### src/rtl/uarch_pkg.sv
// Shared micro-architecture types for the LSQ/AGU datapath.
// Holds the issue/writeback packets and the AGU helper types.
package uarch_pkg;

    localparam int XLEN  = 32;
    localparam int TAG_W = 6;

    typedef struct packed {
        logic [XLEN-1:0] data;
    } operand_t;

    typedef struct packed {
        logic             is_valid;
        logic [TAG_W-1:0] dest_tag;
        operand_t         src_0_a;
        operand_t         src_0_b;
    } instruction_t;

    typedef struct packed {
        logic             is_valid;
        logic [TAG_W-1:0] dest_tag;
        logic [XLEN-1:0]  result;
        logic             exception;
    } writeback_packet_t;

    typedef enum logic [1:0] {
        MEM_BYTE = 2'd0,
        MEM_HALF = 2'd1,
        MEM_WORD = 2'd2,
        MEM_RSVD = 2'd3
    } mem_size_e;

    typedef logic [1:0] agu_split_t;

    localparam agu_split_t SPLIT_NONE  = 2'b00;
    localparam agu_split_t SPLIT_BEAT1 = 2'b01;
    localparam agu_split_t SPLIT_BEAT2 = 2'b10;

    typedef enum logic {
        AGU_IDLE   = 1'b0,
        AGU_SPLIT1 = 1'b1
    } agu_fsm_e;

    // Payload held by the first slice: raw operands, not yet added.
    typedef struct packed {
        logic [TAG_W-1:0] tag;
        logic [XLEN-1:0]  a;
        logic [XLEN-1:0]  b;
        mem_size_e        size;
    } agu_raw_t;

    // Payload held by later slices: resolved address and access info.
    typedef struct packed {
        logic [TAG_W-1:0] tag;
        logic [XLEN-1:0]  addr;
        logic [7:0]       m8;
        logic             exc;
        logic             split;
    } agu_addr_t;

    // Byte enables over two adjacent words; the reserved size
    // is given a full-word footprint.
    function automatic logic [7:0] agu_byte_mask(
        input logic [1:0] off,
        input mem_size_e  size
    );
        logic [7:0] base;
        unique case (size)
            MEM_BYTE: base = 8'h01;
            MEM_HALF: base = 8'h03;
            default:  base = 8'h0F;
        endcase
        return base << off;
    endfunction

    function automatic logic agu_misaligned(
        input logic [1:0] off,
        input mem_size_e  size
    );
        logic mis;
        unique case (size)
            MEM_BYTE: mis = 1'b0;
            MEM_HALF: mis = off[0];
            MEM_WORD: mis = (off != 2'b00);
            default:  mis = 1'b1;
        endcase
        return mis;
    endfunction

endpackage

### src/rtl/agu_pipe_stage.sv
// One elastic register slice of the AGU pipeline.
// Loads whenever it is empty or its content is leaving.
module agu_stage #(
    parameter int W = 8
) (
    input  logic         clk,
    input  logic         rst,
    input  logic         i_flush,
    input  logic         i_valid,
    input  logic [W-1:0] i_data,
    output logic         o_ready,
    output logic         o_valid,
    output logic [W-1:0] o_data,
    input  logic         i_ready
);

    logic         r_valid;
    logic [W-1:0] r_data;

    assign o_ready = !r_valid || i_ready;
    assign o_valid = r_valid;
    assign o_data  = r_data;

    // Slice register: flush kills content, otherwise load on space.
    always_ff @(posedge clk or posedge rst) begin
        if (rst) begin
            r_valid <= 1'b0;
            r_data  <= '0;
        end else if (i_flush) begin
            r_valid <= 1'b0;
        end else if (o_ready) begin
            r_valid <= i_valid;
            if (i_valid) begin
                r_data <= i_data;
            end
        end
    end

endmodule

### src/rtl/agu_pipe.sv
// Elastic address generation unit: add, align check, byte mask,
// optional splitting of misaligned accesses into two word beats.
module agu_pipe #(
    parameter int STAGES           = 2,
    parameter bit SPLIT_MISALIGNED = 1'b0,
    parameter int XLEN             = 32
) (
    input  logic                         clk,
    input  logic                         rst,
    input  logic                         flush,
    input  uarch_pkg::instruction_t      agu_packet,
    input  logic [1:0]                   agu_size,
    output logic                         agu_ready,
    output uarch_pkg::writeback_packet_t agu_result,
    input  logic                         result_ready,
    output logic [3:0]                   result_mask,
    output logic [1:0]                   result_split
);

    import uarch_pkg::*;

    localparam int RAW_W = $bits(agu_raw_t);
    localparam int ADR_W = $bits(agu_addr_t);

    agu_raw_t        w_raw_in;
    agu_raw_t        w_s0_data;
    logic            w_in_valid;
    logic            w_s0_ready;
    logic            w_s0_valid;
    logic            w_s0_dn_ready;
    logic [XLEN-1:0] w_sum;
    agu_addr_t       w_calc;
    agu_addr_t       w_head;
    logic            w_last_valid;
    logic            w_adv;
    logic [XLEN-1:0] w_base;
    agu_fsm_e        r_state;
    agu_fsm_e        w_state_nxt;

    assign w_in_valid = agu_packet.is_valid && !flush;
    assign agu_ready  = w_s0_ready && !flush;

    // Repack the issued uop into the first slice payload.
    always_comb begin
        w_raw_in      = '0;
        w_raw_in.tag  = agu_packet.dest_tag;
        w_raw_in.a    = agu_packet.src_0_a.data;
        w_raw_in.b    = agu_packet.src_0_b.data;
        w_raw_in.size = mem_size_e'(agu_size);
    end

    agu_stage #(.W(RAW_W)) u_stage0 (
        .clk     (clk),
        .rst     (rst),
        .i_flush (flush),
        .i_valid (w_in_valid),
        .i_data  (w_raw_in),
        .o_ready (w_s0_ready),
        .o_valid (w_s0_valid),
        .o_data  (w_s0_data),
        .i_ready (w_s0_dn_ready)
    );

    assign w_sum = w_s0_data.a + w_s0_data.b;

    // Resolve address, mask and alignment from the first slice.
    always_comb begin
        logic w_mis;
        logic w_rsvd;
        w_mis        = agu_misaligned(w_sum[1:0], w_s0_data.size);
        w_rsvd       = (w_s0_data.size == MEM_RSVD);
        w_calc       = '0;
        w_calc.tag   = w_s0_data.tag;
        w_calc.addr  = w_sum;
        w_calc.m8    = agu_byte_mask(w_sum[1:0], w_s0_data.size);
        w_calc.exc   = w_mis && (!SPLIT_MISALIGNED || w_rsvd);
        w_calc.split = w_mis && SPLIT_MISALIGNED && !w_rsvd;
    end

    generate
        if (STAGES == 1) begin : g_one
            assign w_head        = w_calc;
            assign w_last_valid  = w_s0_valid;
            assign w_s0_dn_ready = w_adv;
        end else begin : g_many
            localparam int NB = STAGES - 1;
            logic      w_v [NB];
            logic      w_r [NB];
            agu_addr_t w_d [NB];
            for (genvar j = 0; j < NB; j++) begin : g_st
                logic      w_iv;
                logic      w_dr;
                agu_addr_t w_id;
                if (j == 0) begin : g_first
                    assign w_iv          = w_s0_valid;
                    assign w_id          = w_calc;
                    assign w_s0_dn_ready = w_r[0];
                end else begin : g_mid
                    assign w_iv = w_v[j-1];
                    assign w_id = w_d[j-1];
                end
                if (j == NB - 1) begin : g_tail
                    assign w_dr = w_adv;
                end else begin : g_next
                    assign w_dr = w_r[j+1];
                end
                agu_stage #(.W(ADR_W)) u_stage (
                    .clk     (clk),
                    .rst     (rst),
                    .i_flush (flush),
                    .i_valid (w_iv),
                    .i_data  (w_id),
                    .o_ready (w_r[j]),
                    .o_valid (w_v[j]),
                    .o_data  (w_d[j]),
                    .i_ready (w_dr)
                );
            end
            assign w_head       = w_d[NB-1];
            assign w_last_valid = w_v[NB-1];
        end
    endgenerate

    // Head pops on a plain beat, or on the second beat of a split.
    assign w_adv = result_ready && !flush &&
                   ((r_state == AGU_IDLE && !w_head.split) ||
                    (r_state == AGU_SPLIT1));

    assign w_base = {w_head.addr[XLEN-1:2], 2'b00};

    // Split FSM state register.
    always_ff @(posedge clk or posedge rst) begin
        if (rst) begin
            r_state <= AGU_IDLE;
        end else begin
            r_state <= w_state_nxt;
        end
    end

    // Split FSM next state: beat 1 taken moves to SPLIT1.
    always_comb begin
        w_state_nxt = r_state;
        if (flush) begin
            w_state_nxt = AGU_IDLE;
        end else begin
            unique case (r_state)
                AGU_IDLE: begin
                    if (w_last_valid && w_head.split && result_ready) begin
                        w_state_nxt = AGU_SPLIT1;
                    end
                end
                AGU_SPLIT1: begin
                    if (result_ready) begin
                        w_state_nxt = AGU_IDLE;
                    end
                end
                default: w_state_nxt = AGU_IDLE;
            endcase
        end
    end

    // Output beat: zero when idle or flushing.
    always_comb begin
        agu_result   = '0;
        result_mask  = 4'b0000;
        result_split = SPLIT_NONE;
        if (w_last_valid && !flush) begin
            agu_result.is_valid  = 1'b1;
            agu_result.dest_tag  = w_head.tag;
            agu_result.exception = w_head.exc;
            if (!w_head.split) begin
                agu_result.result = w_head.addr;
                result_mask       = w_head.m8[3:0];
            end else if (r_state == AGU_IDLE) begin
                agu_result.result = w_base;
                result_mask       = w_head.m8[3:0];
                result_split      = SPLIT_BEAT1;
            end else begin
                agu_result.result = w_base + {{(XLEN-3){1'b0}}, 3'b100};
                result_mask       = w_head.m8[7:4];
                result_split      = SPLIT_BEAT2;
            end
        end
    end

endmodule

### config.mk
export PLATFORM = sky130hd
export DESIGN_NAME = agu_pipe
export DESIGN_NICKNAME = d
export VERILOG_FILES = /design/src/rtl/uarch_pkg.sv /design/src/rtl/agu_pipe_stage.sv /design/src/rtl/agu_pipe.sv
export SDC_FILE = /design/constraint.sdc
export NUM_CORES = 1
export LEC_CHECK = 0
export ABC_AREA = 1
export BUFFER_PORTS_ARGS = -buffer_cell sky130_fd_sc_hd__buf_2
export CORE_AREA = 2 2 127 129
export CTS_CLUSTER_DIAMETER = 150
export DETAILED_ROUTE_END_ITERATION = 6
export DIE_AREA = 0 0 129 131
export GPL_TIMING_DRIVEN = 0
export PLACE_DENSITY = 0.84
export RECOVER_POWER = 50
export SLEW_MARGIN = 25
export SYNTH_ARGS = -nofsm -noshare
export SYNTH_HDL_FRONTEND = slang
export SYNTH_HIERARCHICAL = 1
export SYNTH_SLANG_ARGS = --single-unit
### constraint.sdc
create_clock -name clk -period 2.95 [get_ports clk]
set_input_delay 0.295 -clock clk [delete_from_list [all_inputs] [get_ports clk]]
set_output_delay 0.295 -clock clk [all_outputs]
set_load 0.05 [all_outputs]
* Word-level counts from Yosys, hierarchy flattened
Index checks and enable logic that the tools add are counted.
** Storage, ports and cells
- Logic and storage cells :: 32
- Input bits :: 77
- Output and inout port bits :: 47
- Flip-flop bits (word level) :: 121
** Operators by class
- Equal/unequal tests :: 2
- Multiplexer cells :: 8
- Reduce and logical (&&, ||, !) cells :: 15
- $add $sub $neg :: 1
- Bitwise operators :: 1
- Shift-type cells :: 1
** Operators by type and width (number)
- 40-bit two-way mux :: 1
- 32-bit adder :: 1
- 4-bit case mux with 2 select lines :: 1
- 8-bit by 2-bit left shift with 8-bit output :: 1
- 3-bit AND reduction :: 2
- 2-bit nonzero test :: 3
- 1-bit logical AND :: 4
- 1-bit two-way mux :: 4
- 4-bit two-way mux :: 1
- 1-bit logical NOT :: 3
- 1-bit case mux with 3 select lines :: 1
- 2-bit by 1-bit equality test with 1-bit output (second input constant) :: 1
- 2-bit equality test (second input constant) :: 1
- 2-bit logical NOT :: 1
- 1-bit logical OR :: 2
- 1-bit inverter :: 1

* Longest topological paths before layout
- Word-level depth :: 6
- Mapped depth :: 14

* By module
The synthesis kept the hierarchy.
** By module, submodules not included
- agu_pipe :: cells an instance 785, times used 1, area an instance 3619.7 um^2
- agu_stage at u_stage0 :: cells an instance 318, times used 1, area an instance 2874.0 um^2
- agu_stage at g_many.g_st[0].u_stage :: cells an instance 215, times used 1, area an instance 1958.1 um^2

* Worst setup path after synthesis
Ideal clock, no wire load.
- Path kind :: flip-flop to output port
- From :: register g_many.g_st[0].u_stage/o_data[0] (netlist name)
- To :: output port agu_ready
- Slack :: 533 ps
- Cell stages (with the launch flop) :: 12
- Arrival time :: 2122 ps
- Path buffers :: 2
- Required time :: 2655 ps
- Path through :: dfrtp_1 -> inv_1 -> nor2_1 -> nor2_1 -> inv_1 -> nand2_1 -> buf_2 -> inv_1 -> nand2_1 -> clkbuf_1 -> inv_1 -> nor2_1
** RTL lines
- to (decl) :: line agu_pipe.sv:13 : output logic agu_ready,

==> metrics.md <==
| Metric | Value |
|---|---|
| Setup Skew | 8.88 ps |
| Placed cells | 1660 |
| Crit. End Element | output port |
| Comb power frac | 32.1% |
| Final slew viol count | 0 |
| Clock latency on the worst-skew pair | 420 ps |
| DP Worst Slack | 422 ps |
| Clk pwr share | 31.8% |
| DP Area | 9390 um^2 |
| Int Pwr | 4.32 mW |
| Crit path to | agu_ready |
| Yosys warnings | 6 |
| Reg clk slew, reported paths | 60 ps |
| Finished Layout Cells | 1692 |
| Fill count | 1456 |
| Sw Ratio | 38.0% |
| FF+latch area | 3080 um^2 |
| Drt wl/cell | 13.0 um |
| Drt drc | 0 |
| WP data arrival | 2420 ps |
| Iter 0 DRT Violations | 505 |
| DPL Wire Length | 17.4 mm |
| Final instance area | 9990 um^2 |
| Rel. slew slack | 11.1% |
| Crit. Startpoint | g_many.g_st[0].u_stage/o_data[0]$_DFFE_PP0P_ |
| Max VDD drop | 422 uV |
| Worst reg2reg path depth | 12 |
| Pwr Density | 698 nW/um^2 |
| Vias in the first global route | 7951 |
| Crit-path max FO | 12 |
| Die Wd | 129 um |
| TritonCTS clock tree | done |
| Vias | 8448 |
| Largest net degree at the start of global routing | 55 |
| Psw | 2.65 mW |
| Fmax | 369 MHz |
| Layout cells sized above 1 | 14.2% |
| Syn_area_per_cell | 6.41 um^2 |
| Vias per cell | 4.99 |
| HP Class | in -> reg |
| Antenna fix cells | 0 |
| First-pass GRT wire length | 36.6 mm |
| Total GRT Usage | 27.4% |
| Post-Route WL | 21.9 mm |
| Die footprint | 16900 um^2 |
| Buffer count from post-CTS setup fixing | 0 |
| Max_cap viols | 0 |
| CP Launch Type | register |
| GRT overflow | 0 |
| Row cnt | 46 |
| Setup Crit Path Kind | reg -> out |
| ANT nets after route | 0 |
| RSZ-0062 raised after global routing | false |
| Sequential Power Share | 36.1% |
| Final min period | 2710 ps |
| Mapped Area | 8450 um^2 |
| Final setup fails | 0 |
| Post-synth top area share | 36.4% |
| CTS buffer count | 17 |
| Final Hold Vio Count | 0 |
| Reg-to-reg slack, setup | 510 ps |
| Gpl congestion | 0.901 |
| Cell variety after synth | 36 |
| R2R Path End | u_stage0/o_data[12]$_DFFE_PP0P_ |
| CP Data Required Time | 2650 ps |
| # nets final | 1573 |
| Area of the multi-input gates | 4510 um^2 |
| Die height | 131 um |
| Synth Register Bits | 123 |
| Io pins | 124 |
| Initial Utilization | 54.2% |
| First-pass iteration count of the detailed router | 5 |
| Final WS setup | 238 ps |
| Root Driver | clkbuf_16 |
| Clk sinks | 123 |
| WHS | 101 ps |
| Initial antenna violation count | 0 |
| Post-Syn Instances | 1318 |
| Synth area leaders | dfrtp_1 36%, nand2_1 24%, nand3_1 9.6%, inv_1 7.5%, nor2_1 5.0% |
| H-tree depth | 4 |
| Final period util | 91.9% |
| Cell accounting for the most synthesized area | dfrtp_1 |
| Status | complete, no violations |
| Area Growth Syn to Fin | 18.2% |
| Worst r2r src | g_many.g_st[0].u_stage/o_data[0]$_DFFE_PP0P_ |
| Port bufs | 123 |
| Worst slew pin tran | 1330 ps |
| Core area | 15600 um^2 |
| Post-layout util | 64.0% |
| CTS max path bufs | 2 |
| Register area share after synthesis | 36.4% |
| Leakage | 5.88 nW |
==> synth_stat cells <==
master / number
a21o_1: 1
a21oi_1: 44
a31oi_1: 1
and2_1: 1
and3_1: 1
buf_1: 1
buf_2: 32
buf_4: 4
buf_6: 2
clkbuf_1: 3
clkinv_2: 1
conb_1: 1
dfrtp_1: 123
fa_1: 1
ha_1: 32
inv_1: 169
inv_2: 2
nand2_1: 541
nand2_2: 5
nand2_4: 1
nand3_1: 162
nand3_2: 1
nand4_1: 11
nor2_1: 113
nor2_2: 4
nor2_4: 5
nor3_1: 14
nor3b_1: 1
o21a_1: 2
o21ai_0: 17
o21ai_1: 1
o21bai_1: 3
o221ai_1: 1
or2_2: 1
xnor2_1: 3
xor2_1: 13
==> placed cells by master (no fill, tap or decap), types with 2 or more instances in the layout <==
| master | count |
|---|---|
| nand2_1 | 540 |
| inv_1 | 168 |
| nand3_1 | 162 |
| buf_2 | 152 |
| dfrtp_1 | 123 |
| nor2_1 | 113 |
| a21oi_1 | 44 |
| ha_1 | 32 |
| o21ai_0 | 17 |
| clkbuf_16 | 17 |
| nor3_1 | 14 |
| xor2_1 | 13 |
| nand4_1 | 11 |
| clkbuf_1 | 8 |
| nand2_2 | 6 |
| nor2_4 | 5 |
| clkinvlp_4 | 5 |
| nor2_2 | 4 |
| bufinv_16 | 4 |
| o21bai_1 | 3 |
| xnor2_1 | 3 |
| clkinv_4 | 3 |
| buf_4 | 3 |
| o21a_1 | 2 |
| inv_2 | 2 |
| conb_1 | 2 |
==> state kept, by name, summed over array words and instances, names as in the netlist <==
register	flops
u_stage0/o_valid	1
g_many.g_st.u_stage/o_data	48
u_stage0/o_data	72
g_many.g_st.u_stage/o_valid	1
r_state	1
==> layer usage <==
layer  vias to the layer above  share of wire, %  global-route usage (%)  wire length, um
li1                       4388                 -                       -                -
met1                      3789                46                    35.4            10000
met2                       226                47                    46.2            10300
met3                        45               4.5                    4.80              979
met4                         0               2.7                    10.6              587
met5                         -                 0                       0                0
==> stage by stage <==
step / TNS, ps / power (mW)
final: 0 / 6.97
after global routing: 0 / 7.48
after CTS: 0 / 6.98
after detailed placement: 0 / 4.74
after global placement: -5590 / 4.67
after floorplan: 0 / 4.10
==> what timing repair did <==
item                                   4_1_cts  5_1_grt
hold buffers                                 1        0
cloned                                       0        0
endpoints found under the hold margin       38        0
setup endpoints to repair                    1        1
resized for setup                            0        1
==> power groups by stage <==
| stage | sequential (mW) | combinational, mW | clock [mW] |
|---|---|---|---|
| 3_3_place_gp | 2.51 | 2.16 | 0 |
| 4_1_cts | 2.51 | 2.24 | 2.24 |
| 5_1_grt | 2.57 | 2.58 | 2.32 |
| 2_1_floorplan | 2.40 | 1.70 | 0 |
| 6_report | 2.51 | 2.24 | 2.22 |
| 3_5_place_dp | 2.53 | 2.22 | 0 |
==> layout make-up <==
type | count | share of cell area (%)
multi-input combinational | 982 | 45.1
sequential | 123 | 30.8
inverter | 172 | 6.49
timing repair buffer | 126 | 6.43
clock buffer | 19 | 4.43
tap | 216 | 2.71
buffer | 41 | 2.10
clock inverter | 13 | 1.93
==> worst max-delay path: stages (launching register included) <==
cell and delay, ps:
dfrtp_1 500, inv_1 190, nor2_1 70, nor2_1 100
inv_1 40, nand2_1 140, buf_2 260, inv_1 80
nand2_2 200, inv_1 60, nor2_1 70, buf_2 260
==> logic make-up (layout without fill, tap and decap cells) <==
family / count (synthesis) / in the layout / share of synthesized area (%)
AOI/OAI and AO/OA: 70 / 70 / 4.38
xor gates and xnor gates: 16 / 16 / 1.66
DFF: 123 / 123 / 36.4
other: 1 / 2 / 0.0444
buffers and inverters: 214 / 371 / 10.3
adders and majority gates: 33 / 33 / 4.97
and+or+nand+nor: 861 / 861 / 42.2
==> worst min-delay path by stage <==
stage | startpoint | end | slack (ps) | cells past startpoint
6_report | agu_packet[46] | u_stage0/o_data[48]$_DFFE_PP0P_ | 100 | 3
5_1_grt | agu_packet[48] | u_stage0/o_data[50]$_DFFE_PP0P_ | 100 | 3
4_1_cts | agu_packet[46] | u_stage0/o_data[48]$_DFFE_PP0P_ | 90 | 3
3_5_place_dp | rst | r_state$_DFF_PP0_ | 190 | 2
3_3_place_gp | rst | r_state$_DFF_PP0_ | 170 | 2
2_1_floorplan | rst | r_state$_DFF_PP0_ | 20 | 1
Power figures use the tool's default switching activity.
